===== src/rtl/imem_uart_loader.sv =====
// Boot loader: receives a length-prefixed, XOR-checked program image over
// UART 8N1 and writes it word by word into instruction memory.
`timescale 1ns/1ps
module imem_uart_loader #(
  parameter int CLK_FREQ = 100_000_000,
  parameter int BAUD     = 115_200,
  parameter int ADDR_W   = 10
) (
  input  logic              clk,
  input  logic              rst,
  input  logic              uart_rx,
  output logic              imem_we,
  output logic [ADDR_W-1:0] imem_addr,
  output logic [31:0]       imem_wdata,
  output logic              cpu_rstn,
  output logic              done,
  output logic              err
);

  localparam int CPB   = CLK_FREQ / BAUD;
  localparam int CNT_W = $clog2(CPB) + 1;
  localparam logic [CNT_W-1:0] FULL_M1 = CNT_W'(CPB - 1);
  localparam logic [CNT_W-1:0] HALF_M1 = CNT_W'(CPB / 2 - 1);
  localparam logic [16:0] MAX_WORDS = 17'(2 ** ADDR_W);

  typedef enum logic [1:0] {
    RX_IDLE, RX_START, RX_DATA, RX_STOP
  } rx_state_e;

  typedef enum logic [2:0] {
    S_LEN_LO, S_LEN_HI, S_DATA, S_CSUM, S_DONE, S_ERROR
  } state_e;

  logic             rx_s1_q;
  logic             rx_s2_q;
  logic             rx_prev_q;
  rx_state_e        rx_state_q;
  logic [CNT_W-1:0] cnt_q;
  logic [2:0]       bit_q;
  logic [7:0]       shift_q;
  logic             byte_valid_q;
  logic             frame_err_q;

  // Receiver: bit timing is measured from the cycle the falling edge is seen.
  always_ff @(posedge clk or posedge rst) begin
    if (rst) begin
      rx_s1_q      <= 1'b1;
      rx_s2_q      <= 1'b1;
      rx_prev_q    <= 1'b1;
      rx_state_q   <= RX_IDLE;
      cnt_q        <= '0;
      bit_q        <= '0;
      shift_q      <= '0;
      byte_valid_q <= 1'b0;
      frame_err_q  <= 1'b0;
    end else begin
      rx_s1_q      <= uart_rx;
      rx_s2_q      <= rx_s1_q;
      rx_prev_q    <= rx_s2_q;
      byte_valid_q <= 1'b0;
      frame_err_q  <= 1'b0;
      unique case (rx_state_q)
        RX_IDLE: begin
          if (rx_prev_q && !rx_s2_q) begin
            rx_state_q <= RX_START;
            cnt_q      <= '0;
          end
        end
        RX_START: begin
          if (cnt_q == HALF_M1) begin
            cnt_q      <= '0;
            bit_q      <= '0;
            rx_state_q <= rx_s2_q ? RX_IDLE : RX_DATA;
          end else begin
            cnt_q <= cnt_q + 1'b1;
          end
        end
        RX_DATA: begin
          if (cnt_q == FULL_M1) begin
            cnt_q   <= '0;
            shift_q <= {rx_s2_q, shift_q[7:1]};
            bit_q   <= bit_q + 1'b1;
            if (bit_q == 3'd7) rx_state_q <= RX_STOP;
          end else begin
            cnt_q <= cnt_q + 1'b1;
          end
        end
        RX_STOP: begin
          if (cnt_q == FULL_M1) begin
            cnt_q        <= '0;
            byte_valid_q <= rx_s2_q;
            frame_err_q  <= !rx_s2_q;
            rx_state_q   <= RX_IDLE;
          end else begin
            cnt_q <= cnt_q + 1'b1;
          end
        end
        default: rx_state_q <= RX_IDLE;
      endcase
    end
  end

  state_e           state_q;
  logic [15:0]      len_q;
  logic [16:0]      words_q;
  logic [1:0]       bidx_q;
  logic [23:0]      wbuf_q;
  logic [7:0]       csum_q;
  logic             we_q;
  logic [ADDR_W-1:0] addr_q;
  logic [31:0]      wdata_q;
  logic             rstn_q;
  logic             done_q;
  logic             err_q;
  logic [15:0]      len_d;

  assign len_d = {shift_q, len_q[7:0]};

  always_ff @(posedge clk or posedge rst) begin
    if (rst) begin
      state_q <= S_LEN_LO;
      len_q   <= '0;
      words_q <= '0;
      bidx_q  <= '0;
      wbuf_q  <= '0;
      csum_q  <= '0;
      we_q    <= 1'b0;
      addr_q  <= '0;
      wdata_q <= '0;
      rstn_q  <= 1'b0;
      done_q  <= 1'b0;
      err_q   <= 1'b0;
    end else begin
      we_q <= 1'b0;
      if (frame_err_q && state_q != S_DONE) begin
        state_q <= S_ERROR;
        err_q   <= 1'b1;
        done_q  <= 1'b0;
        rstn_q  <= 1'b0;
      end else begin
        unique case (state_q)
          S_LEN_LO: begin
            if (byte_valid_q) begin
              len_q[7:0] <= shift_q;
              state_q    <= S_LEN_HI;
            end
          end
          S_LEN_HI: begin
            if (byte_valid_q) begin
              len_q   <= len_d;
              words_q <= '0;
              bidx_q  <= '0;
              csum_q  <= '0;
              if ({1'b0, len_d} > MAX_WORDS) begin
                state_q <= S_ERROR;
                err_q   <= 1'b1;
              end else if (len_d == 16'd0) begin
                state_q <= S_CSUM;
              end else begin
                state_q <= S_DATA;
              end
            end
          end
          S_DATA: begin
            // Strobe cycle: advance address, or leave once the last word is out.
            if (we_q) begin
              if (words_q == {1'b0, len_q}) state_q <= S_CSUM;
              else addr_q <= addr_q + ADDR_W'(1);
            end else if (byte_valid_q) begin
              csum_q <= csum_q ^ shift_q;
              bidx_q <= bidx_q + 1'b1;
              unique case (bidx_q)
                2'd0: wbuf_q[7:0]   <= shift_q;
                2'd1: wbuf_q[15:8]  <= shift_q;
                2'd2: wbuf_q[23:16] <= shift_q;
                2'd3: begin
                  wdata_q <= {shift_q, wbuf_q};
                  we_q    <= 1'b1;
                  words_q <= words_q + 17'd1;
                end
                default: ;
              endcase
            end
          end
          S_CSUM: begin
            if (byte_valid_q) begin
              if (shift_q == csum_q) begin
                state_q <= S_DONE;
                done_q  <= 1'b1;
                rstn_q  <= 1'b1;
              end else begin
                state_q <= S_ERROR;
                err_q   <= 1'b1;
              end
            end
          end
          S_DONE: ;
          S_ERROR: ;
          default: state_q <= S_ERROR;
        endcase
      end
    end
  end

  assign imem_we    = we_q;
  assign imem_addr  = addr_q;
  assign imem_wdata = wdata_q;
  assign cpu_rstn   = rstn_q;
  assign done       = done_q;
  assign err        = err_q;

endmodule

===== config.mk =====
export PLATFORM = sky130hd
export DESIGN_NAME = imem_uart_loader
export DESIGN_NICKNAME = d
export VERILOG_FILES = /design/src/rtl/imem_uart_loader.sv
export SDC_FILE = /design/constraint.sdc
export NUM_CORES = 1
export LEC_CHECK = 0
export ABC_AREA = 1
export CAP_MARGIN = 25
export CELL_PAD_IN_SITES_DETAIL_PLACEMENT = 1
export CELL_PAD_IN_SITES_GLOBAL_PLACEMENT = 2
export CORE_MARGIN = 5
export CORE_UTILIZATION = 40
export CTS_BUF_LIST = sky130_fd_sc_hd__clkbuf_8
export DETAILED_ROUTE_END_ITERATION = 16
export PLACE_DENSITY = 0.95
export SKIP_CTS_REPAIR_TIMING = 1
export SLEW_MARGIN = 20
export SYNTH_ARGS = -nofsm -noshare
export SYNTH_HDL_FRONTEND = slang
export SYNTH_SLANG_ARGS = --single-unit

===== constraint.sdc =====
create_clock -name clk -period 16.2 [get_ports clk]
set_input_delay 4.05 -clock clk [delete_from_list [all_inputs] [get_ports clk]]
set_output_delay 4.05 -clock clk [all_outputs]
set_load 0.01 [all_outputs]

Word level (Yosys, flattened, before mapping)
Index checks and enable logic that the tools add are counted.
{ "word_totals": {"out_inout_bits": 46, "reg_bits": 144, "wordCells": 156} }
{ "classes": {"add_sub_neg": 5, "bitwise": 5, "reduce_logical": 30, "magnitude_cmp": 1, "mux": 58, "eq_ne": 34} }
{ "ops": {"columns": ["cell", "n"], "rows": [
  ["2-to-1 mux 17 bit", 4],
  ["AND reduction 5 bit", 7],
  ["case mux 17 bit (2 select lines)", 1],
  ["2-to-1 mux 11 bit", 3],
  ["case mux 11 bit (3 select lines)", 1],
  ["2-to-1 mux 8 bit", 4],
  ["case mux 8 bit (2 select lines)", 2],
  ["2-to-1 mux 3 bit", 9],
  ["inequality test 3 bit, second input constant", 8],
  ["2-to-1 mux 1 bit", 20],
  ["2-to-1 mux 2 bit", 9],
  ["adder 17 x 1 -> 17 bit, second input constant", 1],
  ["equality test 17 x 16 -> 1 bit", 1],
  ["greater-than comparator 16 x 11 -> 1 bit, second input constant", 1],
  ["logical NOT 16 bit", 1],
  ["inequality test 2 bit, second input constant", 8],
  ["case mux 3 bit (5 select lines)", 1],
  ["AND reduction 6 bit", 2],
  ["adder 11 x 1 -> 11 bit, second input constant", 1],
  ["equality test 11 x 10 -> 1 bit, second input constant", 1],
  ["equality test 11 x 9 -> 1 bit, second input constant", 1],
  ["adder 10 x 1 -> 10 bit, second input constant", 1],
  ["nonzero test 2 bit", 5],
  ["equality test 3 bit, second input constant", 3],
  ["23 further kinds", 38]
]} }

Logic depth before layout (Yosys ltp)
{ "depth": {"depth_word": 6, "depth_mapped": 11} }

Least setup slack after synthesis
Ideal clock, no wire load.
{ "synth_timing": {"kind": "reg2out", "start": "register done_q (netlist: done)", "end": "output port done", "path_slack_ns": 11.597, "path_stages_with_launch": 2, "n_path_buf": 1, "required_ns": 12.150, "arrival_time_ns": 0.553, "cell_sequence": "dfrtp_1 -> buf_4"} }
{ "synth_lines": {"columns": ["item", "line_no", "source"], "rows": [
  ["from (decl)", "113", "logic done_q;"],
  ["from (signal assigned)", "131", "done_q <= 1'b0;"],
  ["from (signal assigned)", "138", "done_q <= 1'b0;"],
  ["from (signal assigned)", "189", "done_q <= 1'b1;"],
  ["to (decl)", "16", "output logic done,"]
]} }
No word-level cell between the ends.

Worst setup path in the final report
{ "layout_timing": {"start": "register addr_q[2] (netlist: imem_addr[2])", "end": "output port imem_addr[2]"} }
{ "layout_lines": {"columns": ["item", "line_no", "source"], "rows": [
  ["from (decl)", "110", "logic [ADDR_W-1:0] addr_q;"],
  ["from (signal assigned)", "168", "else addr_q <= addr_q + ADDR_W'(1);"],
  ["to (decl)", "13", "output logic [ADDR_W-1:0] imem_addr,"]
]} }
No word-level cell between the ends.

==> out/qor.yml <==
holdPathStages: 0
fp.dieH_um: 142
design.portCount: 49
synth_cell_types: 38
avgRoutedWirePerCell_um: 15.5
rrSetupSlack_ps: 13410
wl_um: 17500
ys_seq_area_share_pct: 51.4
crit_buf_inv: 1
gp_congestion: 0.768
setup_viol: 0
antenna_cells: 0
synthArstFlopShare_pct: 100
syn_inst: 848
end_kind: "output port"
max_stage_delay_ps: 580
finalHoldViolations: 0
viasPerCell: 5.02
max_slew_margin_pct: 42.4
route.detailed.drc: 0
firstDrtPassIters: 4
worstHoldStart: "rx_s1_q"
antenna_left: 0
fill_cells: 2077
coreArea_um2: 17200
worstSetupPathType: "flip-flop to output port"
final-max-slew-violation-count: 0
rr_startpoint: "state_q[2]"
grt_max_degree: 79
grt_antenna_before_repair: 0
clkTransAtPathRegs_ps: 90
r2r_end: "imem_wdata[5]"
p_leak_nw: 3.73
muxShareOfSynthArea_pct: 0
power.density_nw_per_um2: 89.3
holdPathEnd: "rx_s2_q"
area_growth_pct: 14.5
crit_chain: "clkdlybuf4s50_1"
finClkSkew_ps: 13.1
grt_pass1_wl_um: 30700
rsz0062_at_grt: "no"
place_ws_ps: 10100
yosysWarnings: 0
worst_slack_ps: 10640
finalPower_w: 0.000716
cp.required_ps: 12150
htree_levels: 4
fin_area_um2: 8030
synth-compound-area-share_pct: 9.53
ir_drop_v: 0.0000498
synth_edf_count: 0
num_rows: 48
setup_tns_ps: 0
grt.overflow.total: 0
cts_buffers: 17
dp_hpwl_um: 12100
final_nets: 907
worst_slew_pin_slew_ps: 862
start_util_pct: 40.7
crit_arrival_ps: 1510
grt_use_total_pct: 18.7
worst-path-max-fanout: 6
worstRegToRegCells: 10
drt_iter0_drc: 265
ys_ff_latch: 144
fmax_ghz: 0.180
synthFlopType: "dfrtp_1"
outcome: "completed"
yosys.area_share.simple_pct: 28.4
cp-start-kind: "flip-flop"
synth_top_family_by_area: "simple AND/OR/NAND/NOR gates"
synth_area_per_cell_um2: 8.27
vias: 5688
placed_area_um2: 7630
die_w_um: 142
critPathTopFamily: "buffers and inverters"
drive_gt1_share_pct: 8.38
fin_cells: 1132
period_share_pct: 34.3
cts_sinks: 144
io_buffers: 48
layout_min_cycle_time_ps: 5560
cts-root-buf: "clkbuf_8"
synth_nets: 861
yosys.area_share.xor_xnor_pct: 2.12
cts.path.max_buffers: 2
cts_tree: "yes"
drv_cap: 0
grt_pass1_vias: 5982
synthesis.area_um2: 7010
dp.cells: 1100
hold_path_class: "flip-flop to flip-flop"
synthAdderAreaFrac_pct: 1.78
clock_latency_ps: 460
die_area_um2: 20300
cpMaxStageDelayCell: "clkdlybuf4s50_1"
-- Yosys cell counts (2+ instances only) --
master      n  area, µm²
o21ai_0    62        310
clkbuf_1    4       15.0
buf_2       8       40.0
nand3b_1    2       15.0
nor2_2      2       12.5
o21ai_1    25        125
nor4_1      2       12.5
a21oi_1     4       20.0
nand3_1    40        200
nand3_2     2       20.0
nor3_1     15       75.1
nand2_4     2       22.5
o21ai_2    10       87.6
xor2_1      9       78.8
or2_2       3       18.8
dfrtp_1   141       3530
inv_2       4       15.0
nor2_1     47        176
dfstp_2     3       78.8
nand4_1    31        194
buf_6       5       56.3
o31ai_1     4       30.0
ha_1       10        125
nand2_2     4       25.0
nor2_4      4       45.0
xnor2_1     8       70.1
o22ai_1     3       18.8
nand2_1   297       1110
inv_1      76        285
buf_4       5       37.5
o21a_1      5       37.5
nand4_2     5       62.6
-- routing by layer --
metal	track usage, %	up-vias	routed length (µm)	share of wire [%]
met3	3.63	14	358	2.0
li1	-	2847	-	-
met5	0	-	0	0
met2	31.6	40	8630	49
met4	4.20	0	158	0.90
met1	25.1	2787	8360	48
-- report_power, final --
| part | internal [W] | leakage [nW] | switching, W |
|---|---|---|---|
| sequential | 0.000366 | 2.00 | 0.00000928 |
| clock | 0.000129 | 0.197 | 0.000159 |
| combinational | 0.0000145 | 1.54 | 0.0000385 |
-- worst max-delay path by stage --
stage | start | to | slack [ps] | depth (start not counted)
floorplan | rst | asynchronous set/reset pin | 8290 | 1
global placement | rst | imem_wdata[3] | 10120 | 3
detailed placement | rst | wbuf_q[4] | 10100 | 3
CTS | imem_addr[2] | imem_addr[2] | 10590 | 1
global route | imem_we | imem_we | 10560 | 1
finish | imem_addr[2] | imem_addr[2] | 10640 | 1
-- flip-flops by register name, summed over array words and instances (netlist names), named ones only --
signal,flops
done,1
shift_q,8
wbuf_q,24
imem_we,1
words_q,17
imem_wdata,32
state_q,3
rx_state_q,1
imem_addr,10
cnt_q,11
bidx_q,2
byte_valid_q,1
rx_prev_q,1
bit_q,3
len_q,16
rx_s1_q,1
csum_q,8
frame_err_q,1
err,1
rx_s2_q,1
-- final cells by class --
| cell class | instances | area [µm²] | share of cell area [%] |
|---|---|---|---|
| repair buffers | 50 | 499 | 6.22 |
| inverters | 80 | 305 | 3.80 |
| clock inverters | 15 | 163 | 2.03 |
| flip-flops and latches | 144 | 3610 | 44.9 |
| multi-input cells | 601 | 2940 | 36.6 |
| well taps | 225 | 282 | 3.51 |
| clock buffers | 17 | 234 | 2.92 |
-- per-stage QoR --
step / utilization, % / hold slack [ps]
after floorplan: - / 345
after global placement: 44.2 / 347
after detailed placement: 44.2 / 350
after CTS: 46.5 / 363
after global routing: 46.6 / 367
final: 46.6 / 361
-- cell usage in the layout, fill, tap and decap left out, types with 3 or more instances in the layout --
cell             instances
nand2_2                  4
dfstp_2                  3
o31ai_1                  4
nor2_1                  47
o21a_1                   5
ha_1                    10
a21oi_1                  4
clkdlybuf4s50_1         48
inv_2                    4
dfrtp_1                141
nand2_1                297
clkbuf_8                17
nand4_1                 31
inv_8                    5
o21ai_2                 10
o21ai_1                 25
o22ai_1                  3
nor2_4                   4
or2_2                    3
inv_6                    5
nand3_1                 40
xor2_1                   9
clkinv_4                 3
nand4_2                  5
nor3_1                  15
xnor2_1                  8
o21ai_0                 62
inv_1                   75
-- logic make-up after synthesis --
family,after synthesis
compound gates,118
xor+xnor,17
fa+ha+maj,10
buf+inv,103
flops,144
simple gates,456
(Power assumes the default switching activity.)
